<file path="src/rtl/vga_rx_pkg.sv">
// Shared constants, types and helpers for the VGA receive path.
package vga_rx_pkg;

  localparam int unsigned DEF_H_TOTAL     = 800;
  localparam int unsigned DEF_V_TOTAL     = 525;
  localparam int unsigned DEF_H_START     = 144;
  localparam int unsigned DEF_V_START     = 35;
  localparam int unsigned DEF_H_ACTIVE    = 640;
  localparam int unsigned DEF_V_ACTIVE    = 480;
  localparam int unsigned DEF_LOCK_FRAMES = 2;
  localparam bit          DEF_SYNC_NEG    = 1'b1;

  localparam int unsigned HCNT_W  = 11;
  localparam int unsigned VCNT_W  = 10;
  localparam int unsigned XY_W    = 10;
  localparam int unsigned RGB_W   = 3;
  localparam int unsigned MATCH_W = 8;

  typedef enum logic [1:0] {
    SEARCH  = 2'd0,
    MEASURE = 2'd1,
    LOCKED  = 2'd2
  } lock_state_e;

  typedef struct packed {
    logic [HCNT_W-1:0] h;
    logic [VCNT_W-1:0] v;
  } totals_t;

  function automatic logic [HCNT_W-1:0] sat_inc_h(input logic [HCNT_W-1:0] v);
    return (v == '1) ? v : v + 1'b1;
  endfunction

  function automatic logic [VCNT_W-1:0] sat_inc_v(input logic [VCNT_W-1:0] v);
    return (v == '1) ? v : v + 1'b1;
  endfunction

endpackage

</file>
<file path="src/rtl/vga_rx_sync_edge.sv">
// Two-stage sync sampler: normalises polarity to active-high and flags the
// assertion edge (newest sample asserted, previous one not).
module vga_rx_sync_edge
  import vga_rx_pkg::*;
#(
  parameter bit SYNC_NEG = DEF_SYNC_NEG
) (
  input  logic clk,
  input  logic rst,
  input  logic sync_i,
  output logic edge_c
);

  logic s1_q;
  logic s2_q;

  always_ff @(posedge clk) begin
    if (!rst) begin
      s1_q <= 1'b0;
      s2_q <= 1'b0;
    end else begin
      s1_q <= sync_i ^ SYNC_NEG;
      s2_q <= s1_q;
    end
  end

  assign edge_c = s1_q & ~s2_q;

endmodule

</file>
<file path="src/rtl/vga_rx.sv">
// VGA stream receiver: recovers x/y of active pixels, measures line/frame
// totals and tracks lock against consecutive identical frames.
module vga_rx
  import vga_rx_pkg::*;
#(
  parameter int unsigned H_START     = DEF_H_START,
  parameter int unsigned V_START     = DEF_V_START,
  parameter int unsigned H_ACTIVE    = DEF_H_ACTIVE,
  parameter int unsigned V_ACTIVE    = DEF_V_ACTIVE,
  parameter bit          SYNC_NEG    = DEF_SYNC_NEG,
  parameter int unsigned LOCK_FRAMES = DEF_LOCK_FRAMES
) (
  input  logic              clk,
  input  logic              rst,
  input  logic              hsync_in,
  input  logic              vsync_in,
  input  logic              r_in,
  input  logic              g_in,
  input  logic              b_in,
  output logic              pix_valid,
  output logic [XY_W-1:0]   x,
  output logic [XY_W-1:0]   y,
  output logic [RGB_W-1:0]  rgb,
  output logic              line_start,
  output logic              frame_start,
  output logic              locked,
  output logic [HCNT_W-1:0] h_total,
  output logic [VCNT_W-1:0] v_total,
  output logic              err
);

  localparam logic [HCNT_W-1:0] H_LO = HCNT_W'(H_START);
  localparam logic [HCNT_W-1:0] H_HI = HCNT_W'(H_START + H_ACTIVE);
  localparam logic [VCNT_W-1:0] V_LO = VCNT_W'(V_START);
  localparam logic [VCNT_W-1:0] V_HI = VCNT_W'(V_START + V_ACTIVE);

  logic h_edge_c, v_edge_c;

  vga_rx_sync_edge #(.SYNC_NEG(SYNC_NEG)) u_hsync (
    .clk(clk), .rst(rst), .sync_i(hsync_in), .edge_c(h_edge_c)
  );

  vga_rx_sync_edge #(.SYNC_NEG(SYNC_NEG)) u_vsync (
    .clk(clk), .rst(rst), .sync_i(vsync_in), .edge_c(v_edge_c)
  );

  lock_state_e         state_q, state_d;
  logic [RGB_W-1:0]    rgb_s1_q, rgb_s2_q;
  logic [HCNT_W-1:0]   hcnt_q, hcnt_d, h_len_c, h_meas_q, h_meas_d;
  logic [VCNT_W-1:0]   vcnt_q, vcnt_d, v_len_c, v_meas_q, v_meas_d;
  logic                timeout_c;
  totals_t             totals_c, ref_q, ref_d;
  logic [MATCH_W-1:0]  match_q, match_d;
  logic                h_edge_q, v_edge_q;
  logic                lock_fault_c;

  logic                pix_valid_q, pix_valid_d;
  logic [XY_W-1:0]     x_q, x_d, y_q, y_d;
  logic [RGB_W-1:0]    rgb_q, rgb_d;
  logic                line_start_q, frame_start_q, locked_q, locked_d, err_q, err_d;
  logic [HCNT_W-1:0]   h_total_q;
  logic [VCNT_W-1:0]   v_total_q;

  // Counters and measurements; vsync clears vcnt even on a coincident hsync edge.
  always_comb begin
    h_len_c   = sat_inc_h(hcnt_q);
    v_len_c   = sat_inc_v(vcnt_q);
    hcnt_d    = h_edge_c ? '0 : h_len_c;
    timeout_c = (hcnt_d == '1);
    h_meas_d  = h_edge_c ? h_len_c : h_meas_q;
    v_meas_d  = v_edge_c ? v_len_c : v_meas_q;
    vcnt_d    = vcnt_q;
    if (v_edge_c) begin
      vcnt_d = '0;
    end else if (h_edge_c) begin
      vcnt_d = v_len_c;
    end
    totals_c.h = h_meas_d;
    totals_c.v = v_meas_d;
  end

  always_ff @(posedge clk) begin
    if (!rst) state_q <= SEARCH;
    else      state_q <= state_d;
  end

  // Next state; ref_q of zero means "no reference frame yet" (v_total is never 0 at a vsync edge).
  always_comb begin
    state_d      = state_q;
    ref_d        = ref_q;
    match_d      = match_q;
    lock_fault_c = (h_edge_c && (h_len_c != ref_q.h)) ||
                   (v_edge_c && (v_len_c != ref_q.v)) || timeout_c;
    case (state_q)
      SEARCH: begin
        if (v_edge_c) begin
          state_d = MEASURE;
          match_d = '0;
          ref_d   = '0;
        end
      end
      MEASURE: begin
        if (v_edge_c) begin
          ref_d = totals_c;
          if (totals_c == ref_q) begin
            match_d = match_q + 1'b1;
            if (int'(match_d) >= int'(LOCK_FRAMES) - 1) state_d = LOCKED;
          end else begin
            match_d = '0;
          end
        end
      end
      LOCKED: begin
        if (lock_fault_c) state_d = SEARCH;
      end
      default: state_d = SEARCH;
    endcase
  end

  // Output stage: second pipeline step, coordinates hold outside the window.
  always_comb begin
    pix_valid_d = (state_q == LOCKED) &&
                  (hcnt_q >= H_LO) && (hcnt_q < H_HI) &&
                  (vcnt_q >= V_LO) && (vcnt_q < V_HI);
    x_d         = pix_valid_d ? XY_W'(hcnt_q - H_LO) : x_q;
    y_d         = pix_valid_d ? XY_W'(vcnt_q - V_LO) : y_q;
    rgb_d       = pix_valid_d ? rgb_s2_q : rgb_q;
    locked_d    = (state_q == LOCKED);
    err_d       = locked_q && (state_q != LOCKED);
  end

  always_ff @(posedge clk) begin
    if (!rst) begin
      rgb_s1_q      <= '0;
      rgb_s2_q      <= '0;
      hcnt_q        <= '0;
      vcnt_q        <= '0;
      h_meas_q      <= '0;
      v_meas_q      <= '0;
      ref_q         <= '0;
      match_q       <= '0;
      h_edge_q      <= 1'b0;
      v_edge_q      <= 1'b0;
      pix_valid_q   <= 1'b0;
      x_q           <= '0;
      y_q           <= '0;
      rgb_q         <= '0;
      line_start_q  <= 1'b0;
      frame_start_q <= 1'b0;
      locked_q      <= 1'b0;
      h_total_q     <= '0;
      v_total_q     <= '0;
      err_q         <= 1'b0;
    end else begin
      rgb_s1_q      <= {r_in, g_in, b_in};
      rgb_s2_q      <= rgb_s1_q;
      hcnt_q        <= hcnt_d;
      vcnt_q        <= vcnt_d;
      h_meas_q      <= h_meas_d;
      v_meas_q      <= v_meas_d;
      ref_q         <= ref_d;
      match_q       <= match_d;
      h_edge_q      <= h_edge_c;
      v_edge_q      <= v_edge_c;
      pix_valid_q   <= pix_valid_d;
      x_q           <= x_d;
      y_q           <= y_d;
      rgb_q         <= rgb_d;
      line_start_q  <= h_edge_q;
      frame_start_q <= v_edge_q;
      locked_q      <= locked_d;
      h_total_q     <= h_meas_q;
      v_total_q     <= v_meas_q;
      err_q         <= err_d;
    end
  end

  assign pix_valid   = pix_valid_q;
  assign x           = x_q;
  assign y           = y_q;
  assign rgb         = rgb_q;
  assign line_start  = line_start_q;
  assign frame_start = frame_start_q;
  assign locked      = locked_q;
  assign h_total     = h_total_q;
  assign v_total     = v_total_q;
  assign err         = err_q;

endmodule

</file>
<file path="config.mk">
export PLATFORM = sky130hd
export DESIGN_NAME = vga_rx
export DESIGN_NICKNAME = d
export VERILOG_FILES = /design/src/rtl/vga_rx_pkg.sv /design/src/rtl/vga_rx_sync_edge.sv /design/src/rtl/vga_rx.sv
export SDC_FILE = /design/constraint.sdc
export NUM_CORES = 1
export LEC_CHECK = 0
export CAP_MARGIN = 0
export CORE_ASPECT_RATIO = 1.5
export CORE_MARGIN = 2
export CORE_UTILIZATION = 52
export CTS_BUF_LIST = sky130_fd_sc_hd__clkbuf_8 sky130_fd_sc_hd__clkbuf_16
export DETAILED_ROUTE_END_ITERATION = 8
export GPL_TIMING_DRIVEN = 0
export PLACE_DENSITY = 0.8
export SKIP_LAST_GASP = 1
export SLEW_MARGIN = 40
export SYNTH_ARGS = -nofsm -noshare
export SYNTH_HDL_FRONTEND = slang
export SYNTH_SLANG_ARGS = --single-unit
</file>
<file path="constraint.sdc">
create_clock -name clk -period 3.1 [get_ports clk]
set_clock_uncertainty 0.2 [all_clocks]
set_input_delay 0.62 -clock clk [delete_from_list [all_inputs] [get_ports clk]]
set_output_delay 0.62 -clock clk [all_outputs]
set_load 0.01 [all_outputs]
</file>
-- Word-level counts from Yosys, hierarchy flattened
Cells that the tools add are included.
- add/subtract/negate cells: 5
- bitwise gates (word level): 7
- mux-type cells: 18
- reduce and logical (&&, ||, !) cells: 14
- magnitude comparators: 5
- equality and inequality tests: 14
- operators by type and width (operator ; number):
    21-bit two-way mux ; 2
    21-bit one-hot mux with 2 select lines ; 1
    11-bit two-way mux ; 3
    8-bit two-way mux ; 3
    11-bit == test, second input constant ; 2
    21-bit == test ; 1
    10-bit two-way mux ; 2
    8-bit one-hot mux with 2 select lines ; 1
    2-bit != test, second input constant ; 6
    11-bit by 1-bit adder with 11-bit output, second input constant ; 1
    11-bit by 8-bit greater-or-equal comparator with 1-bit output, second input constant ; 1
    11-bit by 10-bit < comparator with 1-bit output, second input constant ; 1
    11-bit != test ; 1
    10-bit by 1-bit adder with 10-bit output, second input constant ; 1
    10-bit == test, second input constant ; 1
    10-bit by 6-bit greater-or-equal comparator with 1-bit output, second input constant ; 1
    10-bit < comparator, second input constant ; 1
    2-bit two-way mux ; 5
    10-bit != test ; 1
    10-bit by 6-bit subtractor with 10-bit output, second input constant ; 1
    10-bit by 8-bit subtractor with 10-bit output, second input constant ; 1
    8-bit by 1-bit adder with 8-bit output, second input constant ; 1
    8-bit by 1-bit greater-or-equal comparator with 1-bit output, second input constant ; 1
    1-bit logical AND ; 7
    11 further kinds ; 17
- output and inout port bits: 49
- input bits: 7
- register bits after elaboration: 134
- logic and storage cells: 89

-- Longest topological paths before layout
- word-level depth: 8
- gate-level depth with buffers: 12
- gate-level depth less buffers: 9

-- Hierarchy
Synthesis repeated with hierarchy kept, for this count alone.
- cells, all modules: 761
- area, all modules: 6480.0 um^2
- modules (own cells, without submodules) (module ; seq. area each (um^2) ; times used ; cells each ; area each (um^2)):
    vga_rx ; 2602.5 ; 1 ; 751 ; 6332.3
    vga_rx_sync_edge ; 40.0 ; 2 ; 5 ; 73.8

-- Worst setup path before layout
No wires, ideal clock.
- path type: register -> register
- start: reg vcnt_q[1]
- end: reg match_q[1]
- setup slack: -0.186 ns
- period minus slack after synthesis: 3.286 ns
- library setup time: 0.059 ns
- stages on the path, launching flop included: 11
- data required time: 2.841 ns
- data arrival time: 3.027 ns
- buffers on the path: 1
- cells stage by stage: dfxtp_1 -> ha_1 -> buf_6 -> nand2_1 -> nor3_1 -> mux2i_1 -> o311ai_0 -> or4_4 -> nor4_4 -> and3_1 -> a32o_2
- longest elaborated chain between the ends: 7
- elaborated cells on any way between the ends: 8
- those cells by class: add/sub: 1; eq/ne: 2; mux: 5
- RTL lines (item ; RTL line ; text):
    from (decl) ; vga_rx.sv:50 ; logic [VCNT_W-1:0] vcnt_q, vcnt_d, v_len_c, v_meas_q, v_meas_d;
    from (signal assigned) ; vga_rx.sv:158 ; vcnt_q <= vcnt_d;
    10-bit by 1-bit adder with 10-bit output or 10-bit == test (tied branches) ; vga_rx_pkg.sv:35 ; return (v == '1) ? v : v + 1'b1;
    10-bit two-way mux (*) ; vga_rx_pkg.sv:35 ;
    10-bit two-way mux (*) ; vga_rx.sv:71 ; v_meas_d = v_edge_c ? v_len_c : v_meas_q;
    21-bit == test (*) ; vga_rx.sv:105 ; if (totals_c == ref_q) begin
    8-bit two-way mux (*) ; vga_rx.sv:105 ;
    8-bit two-way mux (*) ; vga_rx.sv:103 ; if (v_edge_c) begin
    8-bit one-hot mux with 2 select lines (*) ; vga_rx.sv:94 ; case (state_q)
    to (signal assigned) ; vga_rx.sv:162 ; match_q <= match_d;
    to (decl) ; vga_rx.sv:53 ; logic [MATCH_W-1:0] match_q, match_d;
Every way passes the cells marked *; elsewhere a longest branch is shown, timed or not. The select of a mux whose other input is x is not followed.
A chain may end at the register's enable or synchronous reset.

-- Worst setup path in the final report
Same ends and word-level chain as after synthesis.

==> impl_metrics.sql <==
INSERT INTO impl_metrics (metric_group, metric, value, unit) VALUES
('flow_run', 'max-cap-violations', '0', ''),
('cells_and_area', 'areaGrowthSynthToFinish', '26.2', '%'),
('timing', 'final.hold.worst_slack', '0.230', 'ns'),
('timing', 'slew_viol_final', '0', ''),
('route', 'drt_pass1_iterations', '6', ''),
('power', 'power.density', '515', 'mW/mm^2'),
('cells_and_area', 'diodes_inserted', '0', ''),
('floorplanning', 'die_h', '142', 'um'),
('route', 'drt-initial-drc-count', '381', ''),
('clock_tree', 'cts_inserted_buffers', '17', ''),
('synth', 'synth_flop_cell', 'sky130_fd_sc_hd__dfxtp_1', ''),
('timing', 'final-hold-violation-count', '0', ''),
('synth', 'dominant_cell_by_count_in_the_synthesized_netlist', 'sky130_fd_sc_hd__dfxtp_1', ''),
('global_routing', 'first_global_vias', '5632', ''),
('floorplanning', 'floorplan.initialDensity', '53.2', '%'),
('worst_setup_path', 'cp_max_fanout', '6', ''),
('synth', 'synth_compound_area_share', '16.7', '%'),
('synth', 'yosys_warnings', '0', ''),
('synth', 'async_flop_share', '0', '%'),
('clock_tree', 'cts_root_buf', 'sky130_fd_sc_hd__clkbuf_16', ''),
('min_path', 'timing.hold.worst.class', 'reg2reg', ''),
('synth', 'synth_common_cells', '134 x sky130_fd_sc_hd__dfxtp_1, 99 x sky130_fd_sc_hd__nand2_1, 56 x sky130_fd_sc_hd__and2_1', ''),
('clock_tree', 'cts.hold.buffers_added', '0', ''),
('cells_and_area', 'fill_cells', '987', ''),
('synth', 'ys_seq_elements', '134', ''),
('clock_tree', 'cts.reportedPaths.clkPinSlew', '0.06', 'ns'),
('synth', 'main_combinational_cell_family_by_area_after_synthesis', 'simple AND/OR/NAND/NOR gates', ''),
('cells_and_area', 'final_layout_size_suffix_gt1_share', '14.0', '%'),
('floorplanning', 'floorplan.die_area', '0.0137', 'mm^2'),
('worst_setup_path', 'cp-start-kind', 'flop', ''),
('synth', 'synth.area.mux_share', '1.51', '%'),
('cells_and_area', 'final-instance-count-excl-fill', '1023', ''),
('global_routing', 'grt_max_degree', '17', ''),
('timing', 'min_period_over_period', '98.7', '%'),
('synth', 'synthesis.nets', '780', ''),
('outcome', 'status', 'finished clean', ''),
('synth', 'post_synth_num_cell_types', '70', ''),
('clock_tree', 'cts_sinks', '134', ''),
('synth', 'synthAdderAreaFrac', '1.51', '%'),
('timing', 'worst_pin_slew', '0.650', 'ns'),
('worst_setup_path', 'worstSetupEndpointType', 'flop', ''),
('floorplanning', 'num_io_pins', '56', ''),
('placed_design', 'half_perimeter_wire_length_after_detailed_placement', '12.7', 'mm'),
('placed_design', 'port-buffer-count', '54', ''),
('synth', 'postSynthAreaPerCell', '8.65', 'um^2'),
('worst_setup_path', 'critical_path_required', '3.26', 'ns'),
('timing', 'slew_headroom', '56.7', '%'),
('clock_tree', 'cts_htree_levels', '4', ''),
('synth', 'synth_simple_gate_area_share', '25.7', '%'),
('floorplanning', 'core.rowCount', '50', ''),
('floorplanning', 'die-width', '96.1', 'um'),
('route', 'detail-route-antenna-nets', '0', ''),
('synth', 'netlist.area_leader.share', '40.5', '%'),
('global_routing', 'grt_pass1_wl', '28.9', 'mm'),
('power', 'peakVddDrop', '404', 'uV'),
('placed_design', 'placed_cells_incl_taps', '975', ''),
('clock_tree', 'clock_latency', '0.42', 'ns'),
('route', 'dr_total_vias', '5936', ''),
('clock_tree', 'clock_path_buffers', '2', ''),
('synth', 'synth_sequential_area_ratio', '40.5', '%'),
('synth', 'synth.top_cells.by_area', 'sky130_fd_sc_hd__dfxtp_1 41%, sky130_fd_sc_hd__nand2_1 5.6%, sky130_fd_sc_hd__xnor2_1 5.4%', ''),
('clock_tree', 'tritoncts', 'done', ''),
('timing', 'fmax', '327', 'MHz'),
('global_routing', 'grt.overflow.total', '0', ''),
('placed_design', 'place_congestion', '0.970', ''),
('global_routing', 'groute.usage.overall', '27.7', '%'),
('route', 'drc_errors', '0', ''),
('power', 'power.leakage', '0.00327', 'uW'),
('worst_setup_path', 'signal_arrival_time_at_the_worst_endpoint', '3.22', 'ns'),
('worst_setup_path', 'timing_worst_setup_path_type', 'reg2reg', ''),
('synth', 'synthesis.area', '0.00662', 'mm^2');
## layout by cell type, fill, tap and decap left out, types with 9 or more instances in the layout
cell,n
sky130_fd_sc_hd__a21boi_0,18
sky130_fd_sc_hd__a21oi_1,20
sky130_fd_sc_hd__a22o_1,13
sky130_fd_sc_hd__and2_1,56
sky130_fd_sc_hd__and3_1,11
sky130_fd_sc_hd__buf_4,17
sky130_fd_sc_hd__buf_6,11
sky130_fd_sc_hd__clkbuf_1,26
sky130_fd_sc_hd__clkbuf_16,17
sky130_fd_sc_hd__clkdlybuf4s50_1,54
sky130_fd_sc_hd__dfxtp_1,126
sky130_fd_sc_hd__inv_1,15
sky130_fd_sc_hd__nand2_1,98
sky130_fd_sc_hd__nand3_1,20
sky130_fd_sc_hd__nand4_1,10
sky130_fd_sc_hd__nor2_1,51
sky130_fd_sc_hd__nor2b_1,12
sky130_fd_sc_hd__nor3_1,17
sky130_fd_sc_hd__o211a_1,9
sky130_fd_sc_hd__o21ai_0,29
sky130_fd_sc_hd__xnor2_1,41
sky130_fd_sc_hd__xor2_1,21
## layout make-up
type,instances,area (um^2),area share [%]
buffer,55,345,4.13
clock buffer,21,480,5.75
clock inverter,11,194,2.32
inverter,15,56.3,0.674
multi-input combinational,560,3720,44.5
sequential,134,2700,32.3
tap,156,195,2.34
timing repair buffer,71,666,7.97
## what timing repair did
action                     in CTS  in global routing
resized for setup              12                 50
pin swaps                       6                 13
hold endpoints to repair        0                  0
setup buffers                   8                  9
gates cloned                    0                  0
setup endpoints to repair      24                 28
## critical path: stages (launching register included)
cell	delay, ns
sky130_fd_sc_hd__dfxtp_4	0.36
sky130_fd_sc_hd__ha_1	0.15
sky130_fd_sc_hd__buf_6	0.13
sky130_fd_sc_hd__and4_4	0.23
sky130_fd_sc_hd__a211o_1	0.19
sky130_fd_sc_hd__buf_4	0.13
sky130_fd_sc_hd__o41ai_1	0.09
sky130_fd_sc_hd__a21o_1	0.19
sky130_fd_sc_hd__or4_4	0.54
sky130_fd_sc_hd__nor4_4	0.35
sky130_fd_sc_hd__and3_4	0.26
sky130_fd_sc_hd__a32o_2	0.18
## metal layers
layer,up-vias,global-route usage (%),wire length [um]
met5,-,0,0
met4,0,13.6,797
met3,54,5.88,1030
met2,235,46.9,9170
met1,2802,32.6,7400
li1,2845,-,-
## where the power goes
part	switching [uW]	leakage, uW	internal (uW)	total (uW)
logic	145	0.00185	103	249
clock network	779	0.000323	1510	2290
registers	16.3	0.00109	1740	1760
## sequential cells by signal (all words and copies together) (netlist names), 2 cells and up
| signal | cells |
|---|---|
| h_total | 11 |
| h_meas_q | 11 |
| v_total | 10 |
| rgb | 3 |
| x | 10 |
| hcnt_q | 11 |
| ref_q | 21 |
| match_q | 8 |
| state_q | 2 |
| vcnt_q | 10 |
| y | 10 |
| rgb_s2_q | 3 |
| v_meas_q | 10 |
| rgb_s1_q | 3 |
## worst paths after layout
| path | from | endpoint | slack (ns) | depth (start not counted) |
|---|---|---|---|---|
| worst max register to register | vcnt_q[1]$_SDFFE_PP0P_ | match_q[1]$_SDFFE_PN0P_ | 0.04 | 11 |
| worst max-delay path | vcnt_q[1]$_SDFFE_PP0P_ | match_q[1]$_SDFFE_PN0P_ | 0.04 | 11 |
| worst min-delay path | h_edge_q$_SDFF_PN0_ | line_start$_SDFF_PN0_ | 0.23 | 1 |
| worst min register to register | h_edge_q$_SDFF_PN0_ | line_start$_SDFF_PN0_ | 0.23 | 1 |
## through the flow
step | setup WS [ns] | TNS [ns] | power (uW) | utilization [%] | area [um^2]
2_1_floorplan | 0.0245 | 0 | 1940 | - | 6640
3_3_place_gp | -0.573 | -6.87 | 2020 | 59.2 | 7370
3_5_place_dp | -0.569 | -6.52 | 2020 | 59.3 | 7380
4_1_cts | -0.00695 | -0.00695 | 4300 | 65.4 | 8140
5_1_grt | -0.103 | -0.274 | 4400 | 67.1 | 8350
6_report | 0.0390 | 0 | 4300 | 67.1 | 8350
## cell families (layout without fill, tap and decap cells)
family / Yosys count / in the layout
xor gates and xnor gates: 63 / 63
DFF: 134 / 134
buffers and inverters: 71 / 173
AOI/OAI and AO/OA: 153 / 153
and+or+nand+nor: 326 / 326
adders and majority gates: 8 / 8
muxes: 10 / 10
(Power assumes the default switching activity.)
